<file path="config.mk">
export PLATFORM = sky130hd
export DESIGN_NAME = mod32_accum_ctrl
export DESIGN_NICKNAME = d
export VERILOG_FILES = /design/src/rtl/mod32_pkg.sv /design/src/rtl/P2x4x4_adder.sv /design/src/rtl/mod32_accum_ctrl.sv
export SDC_FILE = /design/constraint.sdc
export NUM_CORES = 1
export LEC_CHECK = 0
export ABC_CLOCK_PERIOD_IN_PS = 8050
export CORE_MARGIN = 1
export CORE_UTILIZATION = 40
export CTS_CLUSTER_DIAMETER = 120
export DETAILED_ROUTE_END_ITERATION = 6
export GPL_TIMING_DRIVEN = 0
export SYNTH_ARGS = -nofsm -noshare
export SYNTH_HDL_FRONTEND = slang
export SYNTH_SLANG_ARGS = --single-unit
</file>
<file path="constraint.sdc">
create_clock -name clk -period 8.05 [get_ports clk]
set_input_delay 1.61 -clock clk [delete_from_list [all_inputs] [get_ports clk]]
set_output_delay 1.61 -clock clk [all_outputs]
set_load 0.02 [all_outputs]
</file>
<file path="src/rtl/mod32_pkg.sv">
// Shared types and constants for the mod 2^32-1 accumulator slice.
package mod32_pkg;

    localparam int unsigned MOD32_W = 32;
    localparam logic [MOD32_W-1:0] MOD32_NEG_ZERO = 32'hFFFF_FFFF;

    typedef logic [1:0] state_t;
    localparam state_t IDLE = 2'd0;
    localparam state_t ACC  = 2'd1;
    localparam state_t HOLD = 2'd2;

    // Ones'-complement negative zero detect.
    function automatic logic is_neg_zero(input logic [MOD32_W-1:0] v);
        return v == MOD32_NEG_ZERO;
    endfunction

endpackage

</file>
<file path="src/rtl/P2x4x4_adder.sv">
// 32-bit end-around-carry prefix adder: sum = (a + b) mod (2^32 - 1).
module P2x4x4_adder (
    input  logic [31:0] a,
    input  logic [31:0] b,
    output logic [31:0] sum
);

    localparam int unsigned W = 32;

    // One Kogge-Stone combine level at span d; returns {g, p}.
    function automatic logic [2*W-1:0] ks_step(input logic [W-1:0] g, input logic [W-1:0] p,
                                               input int d);
        logic [W-1:0] go;
        logic [W-1:0] po;
        for (int i = 0; i < int'(W); i++) begin
            if (i >= d) begin
                go[i] = g[i] | (p[i] & g[i-d]);
                po[i] = p[i] & p[i-d];
            end else begin
                go[i] = g[i];
                po[i] = p[i];
            end
        end
        return {go, po};
    endfunction

    logic [W-1:0] g0, p0, g1, p1, g2, p2, g3, p3, g4, p4, g5, p5;
    logic [W-1:0] carry_full;
    logic [W-1:0] carry;

    always_comb begin
        g0 = a & b;
        p0 = a ^ b;
        {g1, p1} = ks_step(g0, p0, 1);
        {g2, p2} = ks_step(g1, p1, 2);
        {g3, p3} = ks_step(g2, p2, 4);
        {g4, p4} = ks_step(g3, p3, 8);
        {g5, p5} = ks_step(g4, p4, 16);
        // Carry-out of bit 31 re-enters through every propagating prefix.
        carry_full = g5 | (p5 & {W{g5[W-1]}});
        carry      = {carry_full[W-2:0], carry_full[W-1]};
        sum        = p0 ^ carry;
    end

endmodule

</file>
<file path="src/rtl/mod32_accum_ctrl.sv">
// Burst controller reducing operand words to a ones'-complement sum.
// Optional MOD32_ACCUM_ZERO_NORM_EN presents negative zero as 0x00000000.
module mod32_accum_ctrl
    import mod32_pkg::*;
#(
    parameter int unsigned CNT_W = 16
) (
    input  logic                 clk,
    input  logic                 rst,
    input  logic                 clr,
    input  logic                 in_valid,
    output logic                 in_ready,
    input  logic [MOD32_W-1:0]   in_data,
    input  logic                 in_last,
    output logic                 out_valid,
    input  logic                 out_ready,
    output logic [MOD32_W-1:0]   out_sum,
    output logic [CNT_W-1:0]     out_count,
    output logic                 out_sat
);

    localparam logic [CNT_W-1:0] CNT_MAX = '1;

    state_t               state_q, state_d;
    logic [MOD32_W-1:0]   acc_q, acc_d;
    logic [CNT_W-1:0]     count_q, count_d;
    logic                 sat_q, sat_d;
    logic                 accept;
    logic [MOD32_W-1:0]   add_a;
    logic [MOD32_W-1:0]   add_sum;
    logic [MOD32_W-1:0]   sum_pres;

    assign in_ready = (state_q != HOLD) && !clr;
    assign accept   = in_valid && in_ready;
    assign add_a    = (state_q == IDLE) ? '0 : acc_q;

    P2x4x4_adder u_adder (
        .a   (add_a),
        .b   (in_data),
        .sum (add_sum)
    );

    // Next-state, accumulator and counter update.
    always_comb begin
        state_d = state_q;
        acc_d   = acc_q;
        count_d = count_q;
        sat_d   = sat_q;
        case (state_q)
            IDLE: begin
                if (accept) begin
                    acc_d   = add_sum;
                    count_d = CNT_W'(1);
                    sat_d   = 1'b0;
                    state_d = in_last ? HOLD : ACC;
                end
            end
            ACC: begin
                if (accept) begin
                    acc_d = add_sum;
                    if (count_q == CNT_MAX) begin
                        sat_d = 1'b1;
                    end else begin
                        count_d = count_q + CNT_W'(1);
                    end
                    if (in_last) begin
                        state_d = HOLD;
                    end
                end
            end
            HOLD: begin
                if (out_ready) begin
                    state_d = IDLE;
                    acc_d   = '0;
                    count_d = '0;
                    sat_d   = 1'b0;
                end
            end
            default: begin
                state_d = IDLE;
                acc_d   = '0;
                count_d = '0;
                sat_d   = 1'b0;
            end
        endcase
        if (clr) begin
            state_d = IDLE;
            acc_d   = '0;
            count_d = '0;
            sat_d   = 1'b0;
        end
    end

`ifdef MOD32_ACCUM_ZERO_NORM_EN
    assign sum_pres = is_neg_zero(acc_d) ? '0 : acc_d;
`else
    assign sum_pres = acc_d;
`endif

    always_ff @(posedge clk or posedge rst) begin
        if (rst) begin
            state_q <= IDLE;
            acc_q   <= '0;
            count_q <= '0;
            sat_q   <= 1'b0;
        end else begin
            state_q <= state_d;
            acc_q   <= acc_d;
            count_q <= count_d;
            sat_q   <= sat_d;
        end
    end

    // Result registers load from next-state values so they appear with HOLD.
    always_ff @(posedge clk or posedge rst) begin
        if (rst) begin
            out_valid <= 1'b0;
            out_sum   <= '0;
            out_count <= '0;
            out_sat   <= 1'b0;
        end else begin
            out_valid <= (state_d == HOLD);
            out_sum   <= (state_d == HOLD) ? sum_pres : '0;
            out_count <= (state_d == HOLD) ? count_d : '0;
            out_sat   <= (state_d == HOLD) ? sat_d : 1'b0;
        end
    end

endmodule
</file>
==> impl_metrics.toml, run 1 <==
[yosys]
yosysTopAreaCellShare_pct = 39.3
syn-instance-count = 730
async_reset_ff_share_pct = 100
avgSynthCellArea_um2 = 8.80
synth_common_cells = "dfrtp_1 (101), nor2_1 (78), nand2_1 (72), a21oi_1 (52), nor2b_1 (39)"
synth_area_leaders = "dfrtp_1 (39%), ha_1 (6.4%), nor2_1 (4.6%)"
syn_nets = 802
ys.flop_type = "dfrtp_1"
yosysMostFrequentCell = "dfrtp_1"
ys_seq_elements = 101
ys_seq_area_share_pct = 39.3
synth-edff-count = 0
netlist_area_um2 = 6430
synth_top_cell_by_area = "dfrtp_1"
ys_warn_count = 0
synth_cell_type_count = 67

[grt]
grt_pass1_vias = 5764
antenna_found_initial = 0
grt_pass1_wl_um = 30700
globalRouteOverflowTotal = 0
grt_max_degree = 64
track_usage_pct = 24.5

[sta]
rsz0062_at_grt = "false"
finalHoldViolCount = 0
max_freq_ghz = 0.212
holdWs_ps = 502
setup_viol = 0
finalSetupTns_ps = 0
worst-slew-pin-transition_ps = 864
skew_ps = 13.1
fin_crit_sh_pct = 58.6
maxSlewHeadroom_pct = 41.9
period_minus_slack_ps = 4720
slew_violations = 0
fin_ws_ps = 3330

[layout]
drive_above_1_share_pct = 6.23
area_growth_pct = 23.1
fillers = 1484
antennaDiodeCount = 0
final_cell_area_um2 = 7910
layout.nets = 902
stdcell_count = 1046

[placed_design]
postPlaceCellArea_um2 = 7600
dpl.cell_count = 1030
routabilityCongestion = 0.894
portBuffers = 88
place_ws_ps = 2980
hpwlAfterDp_um = 14700

[worst_setup_path]
reg2reg_slack_ps = 3350
worstSetupEndpointType = "flop"
r2r-end = "out_sum[31]"
arrival_ps = 4960
r2r-start = "state_q[1]"
path_class = "in -> reg"
crit_path_max_fanout = 5
startpoint = "in_data[3]"
cp-endpoint = "out_sum[31]"
startpoint_type = "primary input"
worstPathRequired_ps = 8290
rr_worst_depth = 14

[clock_tree]
ctsResizeCount = 0
ctsHoldBuffers = 0
clk_latency_ps = 370
cts_tree = "done"
clock-sinks = 101
cts-root-buf = "clkbuf_16"
htreeDepth = 3
clock_path_buffers = 2
cts_buffers = 9
postCtsSetupBuffers = 0
path_clk_slew_ps = 70

[routing]
wirelength_um = 19200
drc = 0
drt_iter0_drc = 336
vias = 5788
routed_via_density = 5.53
first_pass_iters = 5
ant_nets = 0
wl_per_cell_um = 18.4

[pwr]
netSwitchingPower_mw = 0.366
pwr-share-clk_pct = 37.6
seqPwrFrac_pct = 43.7
sw_frac_of_total_pct = 29.8
leakage_nw = 3.56
p_int_mw = 0.863
pwr_density_cell_nw_per_um2 = 155
share_comb_of_total_power_pct = 18.7
irDropWorstVdd_mv = 0.102

[outcome]
status = "finished, final reports clean"

[floorplanning]
io_pins = 89
die_h_um = 129
core.rowCount = 45
core_um2 = 15400
dieArea_um2 = 16600
initial_core_util_pct = 41.7
die_x_um = 129

[run]
maxCapViolCount = 0

[min_path]
hold_class = "reg -> reg"
==> kinds of logic (layout without fill, tap and decap cells) <==
| family | count (synthesis) | in the layout | synth area share (%) |
|---|---|---|---|
| adders and majority gates | 34 | 34 | 6.74 |
| buffers and inverters | 62 | 167 | 4.20 |
| xor gates and xnor gates | 21 | 21 | 2.86 |
| muxes | 10 | 10 | 1.56 |
| and+or+nand+nor | 291 | 291 | 22.1 |
| DFF | 101 | 101 | 39.3 |
| AOI/OAI and AO/OA | 211 | 211 | 23.3 |
==> registers in the layout, summed over array words and instances (netlist names) <==
name	cells
out_sat	1
sat_q	1
acc_q	32
out_valid	1
out_sum	32
out_count	16
state_q	2
count_q	16
==> stage by stage <==
stage	utilization, %	power [mW]
2_1_floorplan	-	0.693
3_3_place_gp	49.1	0.771
3_5_place_dp	49.3	0.777
4_1_cts	51.3	1.24
5_1_grt	51.3	1.29
6_report	51.3	1.23
==> cell usage in the layout (no fill, tap or decap), drive strengths merged, types with 19 or more instances in the layout <==
| master | Yosys | routed |
|---|---|---|
| dfrtp | 101 | 101 |
| clkdlybuf4s50 | 0 | 88 |
| nor2 | 78 | 78 |
| nand2 | 72 | 72 |
| a21oi | 57 | 57 |
| nor2b | 39 | 39 |
| o21ai | 37 | 37 |
| clkbuf | 24 | 34 |
| ha | 33 | 33 |
| a22o | 31 | 31 |
| inv | 22 | 25 |
| nor3 | 21 | 21 |
| and2 | 20 | 20 |
| xnor2 | 19 | 19 |
==> power by group through the flow <==
stage                     clock (mW)  combinational (mW)  sequential (mW)
after floorplan                    0               0.143            0.551
after global placement             0               0.224            0.547
after detailed placement           0               0.229            0.548
after CTS                      0.473               0.230            0.538
after global routing           0.492               0.253            0.540
final                          0.462               0.230            0.538
==> layout make-up <==
cell class	instances	area (um2)	share of cell area (%)
clock inverters	6	78.8	0.997
repair buffers	89	908	11.5
inverters	22	85.1	1.08
plain buffers	40	188	2.37
clock buffers	10	229	2.89
multi-input cells	567	3630	45.9
flip-flops and latches	101	2530	32.0
well taps	211	264	3.34
==> worst min path at each step <==
stage               startpoint         to  slack, ps  cells after the start
floorplan             acc_q[4]   acc_q[4]        450                      2
global placement     acc_q[12]  acc_q[12]        480                      2
detailed placement    acc_q[4]   acc_q[4]        480                      2
CTS                   acc_q[4]   acc_q[4]        500                      2
global route         acc_q[30]  acc_q[30]        530                      2
finish                acc_q[4]   acc_q[4]        500                      2
==> routing by layer <==
layer / share of wire [%] / GRT usage (%) / wire (um)
met1: 45 / 30.9 / 8670
met2: 49 / 42.4 / 9460
met3: 4.0 / 4.28 / 771
met4: 1.7 / 7.68 / 335
met5: 0 / 0 / 0
==> worst max-delay path, stage by stage <==
cell and delay, ps:
clkdlybuf4s50_1 420, ha_1 360, inv_1 90, o31ai_2 370
a211oi_1 130, o31ai_1 750, a22oi_1 330, a21oi_1 310
o21a_1 260, mux2i_1 230, nand2_1 90
Power figures use the tool's default switching activity.
==> inputs of run 2 (changes only) <==
- ABC_CLOCK_PERIOD_IN_PS: 8050 -> 4900
- clock period: 8.05 -> 4.9 ns (I/O delays scaled with it)
==> impl_metrics.toml, run 2 (synthesized netlist as in run 1, its figures left out) <==
[clock_tree]
postCtsSetupBuffers = 0
path_clk_slew_ps = 70
htreeDepth = 3
cts-root-buf = "clkbuf_16"
ctsHoldBuffers = 0
cts_tree = "done"
clk_latency_ps = 360
ctsResizeCount = 0
clock_path_buffers = 2
clock-sinks = 101
cts_buffers = 9

[layout]
area_growth_pct = 23.2
layout.nets = 902
reg_top3 = "acc_q: 32 flops, out_sum: 32 flops"
final_core_util_pct = 51.3
drive_above_1_share_pct = 6.47
antennaDiodeCount = 0
final_cell_mix = "dfrtp_1 (101), clkdlybuf4s50_1 (88), nor2_1 (78)"
mostFrequentLayoutCell = "dfrtp_1"
final_cell_area_um2 = 7920

[floorplanning]
die_x_um = 129
core_um2 = 15400
io_pins = 89
core.rowCount = 45
initial_core_util_pct = 41.7
die_h_um = 129
dieArea_um2 = 16600

[outcome]
status = "finished, final reports clean"

[worst_setup_path]
reg2reg_slack_ps = 450
worstPathRequired_ps = 5140
cp.depth = 14
path_cells = "clkbuf_1 > nor2_1 > clkbuf_1 > nor2b_1 > ha_1 > nand4_1 > nor3_2 > a32oi_1 > a21boi_4 > o2111ai_1 > a21oi_1 > a21oi_1 > xnor2_1 > a22o_1"
startpoint_type = "flop"
slowest_stage = "dfrtp_1"
r2r-start = "state_q[1]"
path_class = "reg -> reg"
rr_worst_depth = 14
r2r-end = "acc_q[28]"
critPathTopFamily = "compound AO/OA/AOI/OAI gates"
worstSetupEndpointType = "flop"
critPathMaxStageDelay_ps = 430
crit_path_max_fanout = 10
arrival_ps = 4690
critPathBufInv = 2

[sta]
rsz0062_at_grt = "false"
worst-slew-pin-transition_ps = 774
maxSlewHeadroom_pct = 48.4
slew_violations = 0
max_freq_ghz = 0.225
fin_crit_sh_pct = 90.7
setup_viol = 0
skew_ps = 13.0
finalHoldViolCount = 0
period_minus_slack_ps = 4450

[routing]
wl_per_cell_um = 18.4
ant_nets = 0
wirelength_um = 19200
routed_via_density = 5.55
drc = 0
drt_iter0_drc = 313
vias = 5810
first_pass_iters = 5

[grt]
track_usage_pct = 24.5
antenna_found_initial = 0
grt_pass1_wl_um = 30700
grt_max_degree = 64
globalRouteOverflowTotal = 0
grt_pass1_vias = 5764

[min_path]
hold_path_depth = 2
worstHoldEndpoint = "acc_q[4]"
hold_class = "reg -> reg"
min_from = "acc_q[4]"

[pwr]
irDropWorstVdd_mv = 0.168
leakage_nw = 3.56
pwr_density_cell_nw_per_um2 = 255

[run]
maxCapViolCount = 0

[placed_design]
hpwlAfterDp_um = 14700
routabilityCongestion = 0.894
portBuffers = 88
postPlaceCellArea_um2 = 7600
[run 2: layout make-up]
type,count,area (um2)
clock inverters,6,78.8
multi-input cells,567,3630
clock buffers,10,229
flip-flops and latches,101,2530
fillers,1483,7510
well taps,211,264
repair buffers,89,908
inverters,22,85.1
plain buffers,40,189
[run 2: per-stage QoR]
stage / setup TNS (ps) / total power, mW / worst slack, ps / hold slack, ps / cells
after floorplan: 0 / 1.14 / 1270 / 454 / 730
after global placement: -22420 / 1.27 / -231 / 480 / 1029
after detailed placement: 0 / 1.28 / 218 / 483 / 1030
after CTS: 0 / 2.04 / 207 / 499 / 1046
after global routing: 0 / 2.11 / 44.1 / 528 / 1046
final: 0 / 2.02 / 454 / 501 / 1046
[run 2: worst register-to-register path, cell delays in order, from the launching register on]
cell,delay [ps]
dfrtp_1,430
clkbuf_1,220
nor2_1,390
clkbuf_1,430
nor2b_1,100
ha_1,420
nand4_1,310
nor3_2,340
a32oi_1,140
a21boi_4,370
o2111ai_1,230
a21oi_1,340
a21oi_1,200
xnor2_1,190
a22o_1,210
[run 2: worst max path at each step]
stage	startpoint	endpoint	slack [ps]
floorplan	rst	acc_q[0]	1270
global placement	rst	out_sum[23]	-230
detailed placement	state_q[1]	out_sum[31]	220
CTS	state_q[1]	out_sum[31]	210
global route	state_q[1]	acc_q[28]	40
finish	state_q[1]	acc_q[28]	450
[run 2: routing by layer]
metal,routed length (um),up-vias,track usage (%)
met5,0,-,0
met4,353,0,7.68
met3,861,22,4.28
met2,9410,148,42.4
met1,8590,2832,30.9
li1,-,2808,-
[run 2: where the power goes]
part           leakage (nW)  switching, mW  internal, mW  total, mW
clock                 0.151          0.351         0.408      0.759
combinational          2.03          0.231         0.147      0.378
sequential             1.38         0.0199         0.864      0.884
==> inputs of run 3 (changes only) <==
- CELL_PAD_IN_SITES_DETAIL_PLACEMENT: not set -> 0
- CELL_PAD_IN_SITES_GLOBAL_PLACEMENT: not set -> 1
- PLACE_DENSITY_LB_ADDON: not set -> 0.1
==> impl_metrics.toml, run 3 (synthesized netlist as in run 1, its figures left out) <==
[layout]
reg_top3 = "acc_q: 32 flops, out_sum: 32 flops"
antennaDiodeCount = 0
final_cell_mix = "dfrtp_1 (101), clkdlybuf4s50_1 (88), nor2_1 (78)"
multi_input_area_um2 = 3630
drive_above_1_share_pct = 6.59
final_cell_area_um2 = 7900
final_core_util_pct = 51.2
layout.nets = 902
stdcell_count = 1046
fillers = 1509
area_growth_pct = 22.9
seq_area_um2 = 2530
mostFrequentLayoutCell = "dfrtp_1"

[worst_setup_path]
critPathTopFamily = "compound AO/OA/AOI/OAI gates"
startpoint_type = "flop"
arrival_ps = 4690
critPathBufInv = 4
critPathMaxStageDelay_ps = 470
path_class = "reg -> reg"
crit_path_max_fanout = 10
worstSetupEndpointType = "flop"
slowest_stage = "clkbuf_1"
path_cells = "clkbuf_1 > nor2_1 > clkbuf_1 > nor2b_1 > ha_1 > buf_6 > a21oi_2 > o21ai_1 > a221o_1 > a31o_1 > buf_6 > o2111ai_1 > nand2_1 > a31oi_1 > mux2i_1 > nand2_1"
worstPathRequired_ps = 5120

[floorplanning]
initial_core_util_pct = 41.7
die_x_um = 129
core.rowCount = 45
dieArea_um2 = 16600
core_um2 = 15400
die_h_um = 129
io_pins = 89

[placed_design]
hpwlAfterDp_um = 14500
portBuffers = 88
dpl.cell_count = 1030
place_ws_ps = 358
routabilityCongestion = 0.906
postPlaceCellArea_um2 = 7600

[routing]
ant_nets = 0
wirelength_um = 19300
drc = 0
first_pass_iters = 5
drt_iter0_drc = 386
wl_per_cell_um = 18.4
vias = 5820
routed_via_density = 5.56

[sta]
slew_violations = 0
finalHoldViolCount = 0
fin_ws_ps = 428
setup_viol = 0
skew_ps = 12.5
fin_crit_sh_pct = 91.3
finalSetupTns_ps = 0
maxSlewHeadroom_pct = 47.5
period_minus_slack_ps = 4470
holdWs_ps = 494
max_freq_ghz = 0.224
rsz0062_at_grt = "false"
worst-slew-pin-transition_ps = 788

[clock_tree]
clock_path_buffers = 2
clk_latency_ps = 360
clock-sinks = 101
ctsHoldBuffers = 0
cts-root-buf = "clkbuf_16"
htreeDepth = 3
cts_buffers = 9
cts_tree = "done"
path_clk_slew_ps = 80

[grt]
grt_pass1_wl_um = 31300
globalRouteOverflowTotal = 0
track_usage_pct = 24.5
grt_max_degree = 61
antenna_found_initial = 0
grt_pass1_vias = 5944

[run]
maxCapViolCount = 0

[pwr]
pwr_density_cell_nw_per_um2 = 252
leakage_nw = 3.56
irDropWorstVdd_mv = 0.182
total_power_mw = 1.99

[min_path]
hold_class = "reg -> reg"

[outcome]
status = "finished, final reports clean"
==> run 3: cell count changes in the layout (fill, tap and decap cells not counted), sizes merged <==
cell | before | now
inv | 25 | 24
bufinv | 1 | 0
clkinv | 2 | 4
==> run 3: timing repair <==
action | in CTS | in global routing
setup endpoints to repair | 0 | 2
hold endpoints to repair | 0 | 0
buffers inserted | 0 | 0
gates resized for setup | 0 | 3
==> run 3: cell type report <==
type	instances	share of cell area (%)
clock inverter	6	0.681
inverter	22	1.08
multi-input combinational	567	46.0
clock buffer	10	3.02
buffer	40	2.39
tap	211	3.34
sequential	101	32.0
timing repair buffer	89	11.5
==> run 3: layer usage <==
metal,up-vias,share of wire [%],track usage [%],wire length [um]
li1,2821,-,-,-
met1,2822,45,31.6,8720
met2,146,48,41.4,9270
met3,31,3.9,3.83,746
met4,0,2.8,9.62,537
met5,-,0,0,0
==> run 3: power breakdown <==
part | total [mW] | internal, mW | switching, mW
logic | 0.380 | 0.147 | 0.233
registers | 0.884 | 0.864 | 0.0199
clock network | 0.726 | 0.368 | 0.358
==> run 3: path summary, 6_finish.rpt <==
kind | end | slack [ps] | cells after the start | start
worst max-delay path | out_sum[27] | 430 | 16 | state_q[1]
worst min-delay path | acc_q[4] | 490 | 2 | acc_q[4]
worst max register to register | out_sum[27] | 430 | 16 | state_q[1]
worst min register to register | acc_q[4] | 490 | 2 | acc_q[4]
max in group asynchronous | out_sum[7] | 3160 | 3 | rst
min in group asynchronous | out_count[5] | 1020 | 2 | rst
==> run 3: worst min-delay path: cells and delay by family, from the launching register on <==
family,cells,cell delay (ps)
simple gates,1,50
flops,1,340
compound gates,1,70
